===== src/rtl/iomem_pkg.sv =====
// Shared types and constants for the iomem peripheral interconnect.
// Page decode is addr[31:24]; slave index is addr[23:16].
package iomem_pkg;

    localparam int IOMEM_PAGE_W = 8;
    localparam int IOMEM_IDX_W  = 8;

    localparam logic [31:0]             IOMEM_ERR_DATA  = 32'hDEAD_BEEF;
    localparam logic [IOMEM_PAGE_W-1:0] IOMEM_BASE_PAGE = 8'h03;

    typedef enum logic [1:0] {
        ST_IDLE = 2'd0,
        ST_WAIT = 2'd1,
        ST_RESP = 2'd2
    } iomem_state_e;

    function automatic logic [IOMEM_PAGE_W-1:0] iomem_page(input logic [31:0] addr);
        return addr[31:24];
    endfunction

    function automatic logic [IOMEM_IDX_W-1:0] iomem_idx(input logic [31:0] addr);
        return addr[23:16];
    endfunction

endpackage


===== src/rtl/iomem_rdata_mux.sv =====
// Selects one slave's 32-bit read word from the concatenated bus; combinational.
// Out-of-range selects return zero.
module iomem_rdata_mux
    import iomem_pkg::*;
#(
    parameter int NSLAVES = 4
) (
    input  logic [IOMEM_IDX_W-1:0]  sel_i,
    input  logic [32*NSLAVES-1:0]   s_rdata_i,
    output logic [31:0]             rdata_o
);

    always_comb begin
        rdata_o = '0;
        for (int i = 0; i < NSLAVES; i++) begin
            if (sel_i == IOMEM_IDX_W'(i)) begin
                rdata_o = s_rdata_i[32*i +: 32];
            end
        end
    end

endmodule


===== src/rtl/iomem_interconnect.sv =====
// Single-master iomem fan-out: registered request to one slave, one registered response back.
// Slave ready 1 cycle after s_valid at best; a silent slave is cut off by the timeout guard.
module iomem_interconnect
    import iomem_pkg::*;
#(
    parameter int                        NSLAVES        = 4,
    parameter logic [IOMEM_PAGE_W-1:0]   BASE_PAGE      = IOMEM_BASE_PAGE,
    parameter int                        TIMEOUT_CYCLES = 255,
    parameter logic [31:0]               ERR_DATA       = IOMEM_ERR_DATA
) (
    input  logic                    clk,
    input  logic                    resetn,

    input  logic                    iomem_valid,
    output logic                    iomem_ready,
    input  logic [3:0]              iomem_wstrb,
    input  logic [31:0]             iomem_addr,
    input  logic [31:0]             iomem_wdata,
    output logic [31:0]             iomem_rdata,

    output logic [NSLAVES-1:0]      s_valid,
    input  logic [NSLAVES-1:0]      s_ready,
    output logic [3:0]              s_wstrb,
    output logic [15:0]             s_addr,
    output logic [31:0]             s_wdata,
    input  logic [32*NSLAVES-1:0]   s_rdata,

    output logic                    err,
    output logic [31:0]             err_addr,
    input  logic                    err_clr
);

    localparam int CNT_W = (TIMEOUT_CYCLES > 0) ? $clog2(TIMEOUT_CYCLES + 1) : 1;
    localparam logic [CNT_W-1:0] CNT_LAST = CNT_W'(TIMEOUT_CYCLES - 1);
    localparam logic [CNT_W-1:0] CNT_MAX  = {CNT_W{1'b1}};

    iomem_state_e        state_q, state_d;
    logic                ready_q, ready_d;
    logic [31:0]         rdata_q, rdata_d;
    logic [NSLAVES-1:0]  s_valid_q, s_valid_d;
    logic [3:0]          s_wstrb_q, s_wstrb_d;
    logic [31:0]         s_wdata_q, s_wdata_d;
    logic [31:0]         addr_q, addr_d;
    logic [CNT_W-1:0]    cnt_q, cnt_d;
    logic                err_q, err_d;
    logic [31:0]         err_addr_q, err_addr_d;

    logic                req_hit;
    logic                idx_ok;
    logic                sel_ready;
    logic                tmo_hit;
    logic                err_set;
    logic [31:0]         err_set_addr;
    logic [31:0]         slave_rdata;

    // Select by the latched index so rdata never depends on the live master address.
    iomem_rdata_mux #(
        .NSLAVES   (NSLAVES)
    ) u_rdata_mux (
        .sel_i     (iomem_idx(addr_q)),
        .s_rdata_i (s_rdata),
        .rdata_o   (slave_rdata)
    );

    assign req_hit   = iomem_valid && !ready_q && (iomem_page(iomem_addr) == BASE_PAGE);
    assign idx_ok    = int'(iomem_idx(iomem_addr)) < NSLAVES;
    assign sel_ready = |(s_ready & s_valid_q);
    assign tmo_hit   = (TIMEOUT_CYCLES != 0) && (cnt_q == CNT_LAST);

    always_comb begin
        state_d      = state_q;
        ready_d      = ready_q;
        rdata_d      = rdata_q;
        s_valid_d    = s_valid_q;
        s_wstrb_d    = s_wstrb_q;
        s_wdata_d    = s_wdata_q;
        addr_d       = addr_q;
        cnt_d        = cnt_q;
        err_set      = 1'b0;
        err_set_addr = err_addr_q;

        case (state_q)
            ST_IDLE: begin
                cnt_d = '0;
                if (req_hit) begin
                    if (idx_ok) begin
                        s_wstrb_d = iomem_wstrb;
                        s_wdata_d = iomem_wdata;
                        addr_d    = iomem_addr;
                        s_valid_d = NSLAVES'(1) << iomem_idx(iomem_addr);
                        state_d   = ST_WAIT;
                    end else begin
                        rdata_d      = ERR_DATA;
                        err_set      = 1'b1;
                        err_set_addr = iomem_addr;
                        ready_d      = 1'b1;
                        state_d      = ST_RESP;
                    end
                end
            end
            ST_WAIT: begin
                // Ready is checked first so a response on the timeout cycle still wins.
                if (sel_ready) begin
                    rdata_d   = slave_rdata;
                    s_valid_d = '0;
                    ready_d   = 1'b1;
                    state_d   = ST_RESP;
                end else if (tmo_hit) begin
                    rdata_d      = ERR_DATA;
                    s_valid_d    = '0;
                    err_set      = 1'b1;
                    err_set_addr = addr_q;
                    ready_d      = 1'b1;
                    state_d      = ST_RESP;
                end else if (cnt_q != CNT_MAX) begin
                    cnt_d = cnt_q + CNT_W'(1);
                end
            end
            ST_RESP: begin
                ready_d = 1'b0;
                cnt_d   = '0;
                state_d = ST_IDLE;
            end
            default: begin
                ready_d   = 1'b0;
                s_valid_d = '0;
                cnt_d     = '0;
                state_d   = ST_IDLE;
            end
        endcase

        err_d      = err_set | (err_q & ~err_clr);
        err_addr_d = err_set ? err_set_addr : err_addr_q;
    end

    always_ff @(posedge clk or negedge resetn) begin
        if (!resetn) begin
            state_q    <= ST_IDLE;
            ready_q    <= 1'b0;
            rdata_q    <= '0;
            s_valid_q  <= '0;
            s_wstrb_q  <= '0;
            s_wdata_q  <= '0;
            addr_q     <= '0;
            cnt_q      <= '0;
            err_q      <= 1'b0;
            err_addr_q <= '0;
        end else begin
            state_q    <= state_d;
            ready_q    <= ready_d;
            rdata_q    <= rdata_d;
            s_valid_q  <= s_valid_d;
            s_wstrb_q  <= s_wstrb_d;
            s_wdata_q  <= s_wdata_d;
            addr_q     <= addr_d;
            cnt_q      <= cnt_d;
            err_q      <= err_d;
            err_addr_q <= err_addr_d;
        end
    end

    assign iomem_ready = ready_q;
    assign iomem_rdata = rdata_q;
    assign s_valid     = s_valid_q;
    assign s_wstrb     = s_wstrb_q;
    assign s_addr      = addr_q[15:0];
    assign s_wdata     = s_wdata_q;
    assign err         = err_q;
    assign err_addr    = err_addr_q;

endmodule


===== config.mk =====
export PLATFORM = sky130hd
export DESIGN_NAME = iomem_interconnect
export DESIGN_NICKNAME = d
export VERILOG_FILES = /design/src/rtl/iomem_pkg.sv /design/src/rtl/iomem_rdata_mux.sv /design/src/rtl/iomem_interconnect.sv
export SDC_FILE = /design/constraint.sdc
export NUM_CORES = 1
export LEC_CHECK = 0
export CORE_AREA = 2 2 127 129
export DETAILED_ROUTE_END_ITERATION = 12
export DIE_AREA = 0 0 129 131
export DONT_BUFFER_PORTS = 1
export SYNTH_ARGS = -nofsm -noshare
export SYNTH_HDL_FRONTEND = slang
export SYNTH_HIERARCHICAL = 1
export SYNTH_SLANG_ARGS = --single-unit

===== constraint.sdc =====
create_clock -name clk -period 2.1 [get_ports clk]
set_input_delay 0.63 -clock clk [delete_from_list [all_inputs] [get_ports clk]]
set_output_delay 0.63 -clock clk [all_outputs]
set_load 0.03 [all_outputs]

## Yosys cells after proc, flatten, opt, wreduce, memory -nomap -nowiden

Index checks and enable logic that the tools add are counted.

- $add $sub $neg: 1
- Magnitude comparators: 1
- Eq/ne operators: 16
- Shifts and indexed selects: 1
- Muxes and demuxes: 38
- Bitwise logic cells: 5
- Reduce and logical (&&, ||, !) cells: 14

Operator list:

| operator | count |
|---|---|
| $mux W32 | 12 |
| $pmux W32 S2 | 2 |
| $mux W8 | 4 |
| $eq A8 B2 Y1 const B | 3 |
| $mux W4 | 4 |
| $ne A2 B2 Y1 const B | 7 |
| $pmux W4 S3 | 1 |
| $reduce_and A3 Y1 | 3 |
| $add A8 B1 Y8 const B | 1 |
| $eq A8 B1 Y1 const B | 1 |
| $eq A8 B8 Y1 const B | 1 |
| $logic_not A8 Y1 | 1 |
| $lt A8 B3 Y1 const B | 1 |
| $mux W1 | 8 |
| $mux W2 | 4 |
| $ne A8 B8 Y1 const B | 1 |
| $reduce_and A4 Y1 | 2 |
| $shl A1 B8 Y4 const A | 1 |
| $reduce_and A6 Y1 | 1 |
| $and A4 B4 Y4 | 1 |
| $pmux W1 S2 | 2 |
| $pmux W2 S2 | 1 |
| $reduce_or A4 Y1 | 1 |
| $ne A3 B3 Y1 const B | 1 |
| 10 further kinds | 12 |

- Register bits: 148
- Input port bits: 204
- Output and inout bits: 122
- Word-level logic and storage cells: 86

## Depth between registers and ports, before layout

- Word-level depth: 7
- Depth in mapped cells: 7
- Depth with buffers taken out: 5

## Hierarchy

The synthesis kept the hierarchy.

By module, submodules not included:

| module | times used | cells an instance | area each (sq um) | seq. area each (sq um) |
|---|---|---|---|---|
| iomem_interconnect | 1 | 575 | 6409.9 | 3703.6 |
| iomem_rdata_mux | 1 | 79 | 1017.2 | 0.0 |

## Least setup slack after synthesis

OpenSTA, ideal clock, no wires.

- Path kind: in2reg
- From: in iomem_addr[22]
- To: reg addr_q[0]
- Setup time: 0.125 ns
- Data arrival time: 2.249 ns
- Required time: 1.975 ns
- Slack: -0.274 ns
- Cell stages on the path: 6
- Buffers on the path: 2
- Cells stage by stage: or4_4 nor4b_4 and2b_1 buf_4 buf_6 mux2_2

- Longest elaborated chain between the ends: 2

Ends and longest elaborated chain:

| item | line | RTL |
|---|---|---|
| from (decl) | iomem_interconnect.sv:17 | `input logic [31:0] iomem_addr,` |
| $lt A8 B3 Y1 | iomem_interconnect.sv:66 | `assign idx_ok = int'(iomem_idx(iomem_addr)) < NSLAVES;` |
| $reduce_and A3 Y1 (no line) | - |  |
| to (signal assigned) | iomem_interconnect.sv:155 | `addr_q <= addr_d;` |
| to (decl) | iomem_interconnect.sv:43 | `logic [31:0] addr_q, addr_d;` |

No other way between the ends.
A chain may end at the register's enable or synchronous reset.

## Final worst setup path

- From: reg ready_q (netlist: iomem_ready)
- To: reg s_wdata_q[2] (netlist: s_wdata[2])

- Longest elaborated chain between the ends: 4

Ends and longest elaborated chain:

| item | line | RTL |
|---|---|---|
| from (decl) | iomem_interconnect.sv:38 | `logic ready_q, ready_d;` |
| from (signal assigned) | iomem_interconnect.sv:150 | `ready_q <= ready_d;` |
| $logic_not A1 Y1 | iomem_interconnect.sv:65 | `assign req_hit = iomem_valid && !ready_q && (iomem_page(iomem_addr) == BASE_PAGE);` |
| $logic_and A1 B1 Y1 (2 in series) | iomem_interconnect.sv:65 |  |
| $reduce_and A3 Y1 (no line) | - |  |
| to (signal assigned) | iomem_interconnect.sv:154 | `s_wdata_q <= s_wdata_d;` |
| to (decl) | iomem_interconnect.sv:42 | `logic [31:0] s_wdata_q, s_wdata_d;` |

No other way between the ends.

==> results_dict.tcl <==
set metrics [dict create \
    fin_worst_skew_ns 0.00981 \
    insertion_delay_ns 0.41 \
    maxCapViolations 0 \
    area_delta_synth_final_pct 12.7 \
    setup_viol 0 \
    worstMarginPinSlew_ns 0.410 \
    whs_ns -0.0907 \
    h_tree_lvls 4 \
    clock_slew_seen_by_the_registers_of_the_worst_setup_and_hold_paths_ns 0.06 \
    wirelength_um 19200 \
    synth.yosys.warnings 6 \
    synth_enable_flop_cells 0 \
    critical_path.reg2reg.endpoint "s_wdata[2]" \
    place_area_mm2 0.00766 \
    die_area_mm2 0.0169 \
    vias 5053 \
    tritoncts_clock_tree "built" \
    multi_input_area_mm2 0.00335 \
    run_status "finished, violations left" \
    max_slew_margin_pct 72.7 \
    crit_arrival_ns 2.37 \
    final_net_count 855 \
    drive_above_1_share_pct 29.5 \
    rsz0062_at_grt "true" \
    violations "negative hold slack" \
    dp_hpwl_um 13800 \
    drv_slew 0 \
    crit_slowest_cell "dfrtp_1" \
    clockBufferDepth 2 \
    synth_sequential_area_ratio_pct 49.9 \
    delay_of_the_slowest_critical_path_stage_ns 0.39 \
    first_global_vias 5239 \
    place.gp.congestion 0.868 \
    critical_path.endpoint_type "flip-flop" \
    grt_usage_pct 21.9 \
    core_area_mm2 0.0156 \
    drt-pass1-iter-count 5 \
    achievable-frequency_ghz 0.481 \
    regToRegSetupSlack_ns 0.02 \
    finalCriticalPeriod_ns 2.08 \
    cts.root.buffer_cell "clkbuf_16" \
    std_cell_rows 46 \
    met3RoutedLength_um 1690 \
    mappedNetlistArea_mm2 0.00743 \
    timing.final.crit_share_pct 99.0 \
    cp_max_fo 12 \
    ant_nets 0 \
    highest-signal-layer "met4" \
    rr_worst_depth 6 \
    antenna_found_initial 3 \
    cells_after_synthesis 654 \
    worstSetupStartpointType "flip-flop" \
    setup.worst_path.class "flip-flop to flip-flop" \
    mappedNetlistNets 860 \
    ys_types 43 \
    final.fill_count 1329 \
    postSynthRegisterBits 148 \
    drt-wirelength-per-cell_um 21.8 \
    grt_pass1_wl_um 28000 \
    p_leak_nw 3.86 \
    die_h_um 131 \
    power_density_mw_per_mm2 756 \
    path_cells "nor4bb_1 > nand4b_1 > buf_4 > and2b_4 > clkbuf_16 > mux2_2" \
    drtIter0Drc 330 \
    fin_area_mm2 0.00837 \
    die_w_um 129 \
    port_buffers 0 \
    wl_met1_um 6990 \
    timing.critical_path.required_ns 2.39 \
    path_class_of_the_lowest_slack_min_delay_path "input port to async pin" \
    viasPerCell 5.75 \
    synthArstFlopShare_pct 100 \
    final_cell_mix "147 x dfrtp_1, 114 x nand2_1, 86 x mux2_2" \
    synthFlopType "dfrtp_1" \
    pin_count_of_the_biggest_net_entering_global_routing 149 \
    final_hold_viol_count 148 \
    floorplan.initialDensity_pct 47.6 \
    regArea_mm2 0.00370 \
    synth_area_per_cell_um2 11.4 \
    vdd_drop_max_uv 511 \
    crit-reg2reg-launch "iomem_ready" \
    finish.utilization_pct 53.7 \
    gr-total-overflow 0 \
    layout_commonest_cell "dfrtp_1" \
    wl_met2_um 10200 \
    io_pins 326 \
    drcViolationCount 0 \
    cts_buffers 17 \
    clkSinkCount 148 \
]
## cell usage after synthesis, drive strengths merged, types with 8 or more instances
cell | n | area share [%]
inv | 8 | 0.40
dfrtp | 148 | 50
o21ai | 16 | 1.1
and3 | 32 | 2.7
nand2 | 114 | 5.8
buf | 36 | 3.8
nor2 | 51 | 2.6
and2 | 13 | 1.1
mux2 | 86 | 13
nand3 | 12 | 0.81
mux4 | 32 | 9.8
a21oi | 31 | 2.1
clkbuf | 25 | 1.3
## power breakdown
group	leakage, nW	switching, mW	total (mW)	internal (mW)
sequential	1.92	0.0872	2.97	2.88
combinational	1.63	0.0595	0.169	0.110
clock	0.309	1.12	3.18	2.07
## logic make-up (layout without fill, tap and decap cells)
group,Yosys count,after routing,synth area share (%)
multiplexers,120,120,23.1
AND/OR/NAND/NOR,250,250,16.0
flip-flops,148,148,49.9
AO/OA/AOI/OAI,65,65,5.27
buffers and inverters,69,75,5.46
other,0,3,0
adder cells (fa/ha/maj),2,2,0.337
## layer usage
layer	GRT usage (%)	vias to the layer above
met3	7.70	21
met1	24.0	2500
met4	9.27	0
met5	0	-
met2	38.7	256
li1	-	2276
## per-stage QoR
stage	power, mW	cells	TNS (ns)	worst slack [ns]
after global routing	6.57	879	-0.195	-0.0197
after global placement	3.18	842	-32.80	-0.343
final	6.32	879	0	0.0219
after CTS	6.41	872	0	0.00939
after floorplan	3.15	654	-17.63	-0.256
after detailed placement	3.19	842	-34.37	-0.375
## worst max path at each step
stage | startpoint | end | slack [ns] | cells after the start
after floorplan | iomem_addr[22] | addr_q[0] | -0.26 | 6
after global placement | iomem_addr[22] | s_wdata[11] | -0.34 | 5
after detailed placement | iomem_addr[22] | s_wdata[4] | -0.38 | 5
after CTS | iomem_ready | s_wdata[4] | 0.009 | 6
after global routing | iomem_ready | s_wdata[2] | -0.02 | 6
final | iomem_ready | s_wdata[2] | 0.02 | 6
## worst max-delay path, delay by kind of cell (launching register included)
family,cells,cell delay [ns]
AND/OR/NAND/NOR,3,0.83
flip-flops,1,0.39
buffers and inverters,2,0.40
multiplexers,1,0.34
## area by class of cell
| cell class | count | share of cell area, % |
|---|---|---|
| flip-flops and latches | 148 | 44.3 |
| clock buffers | 21 | 5.62 |
| multi-input cells | 437 | 40.0 |
| clock inverters | 9 | 1.82 |
| well taps | 216 | 3.23 |
| diodes | 3 | 0.0897 |
| inverters | 8 | 0.359 |
| repair buffers | 37 | 4.57 |
## state kept, by name (all words and copies together) (netlist names)
register     cells
cnt_q            8
iomem_ready      1
addr_q          32
s_valid          4
s_wdata         32
err              1
err_addr        32
iomem_rdata     32
s_wstrb          4
state_q          2
## repair_timing
action	CTS	global route
cloned	0	3
setup buffers	0	1
pin swaps	0	0
endpoints found under the hold margin	148	148
resized for setup	1	3
endpoints found under the setup margin	8	50
No activity file was read; power rests on OpenSTA's default activity.
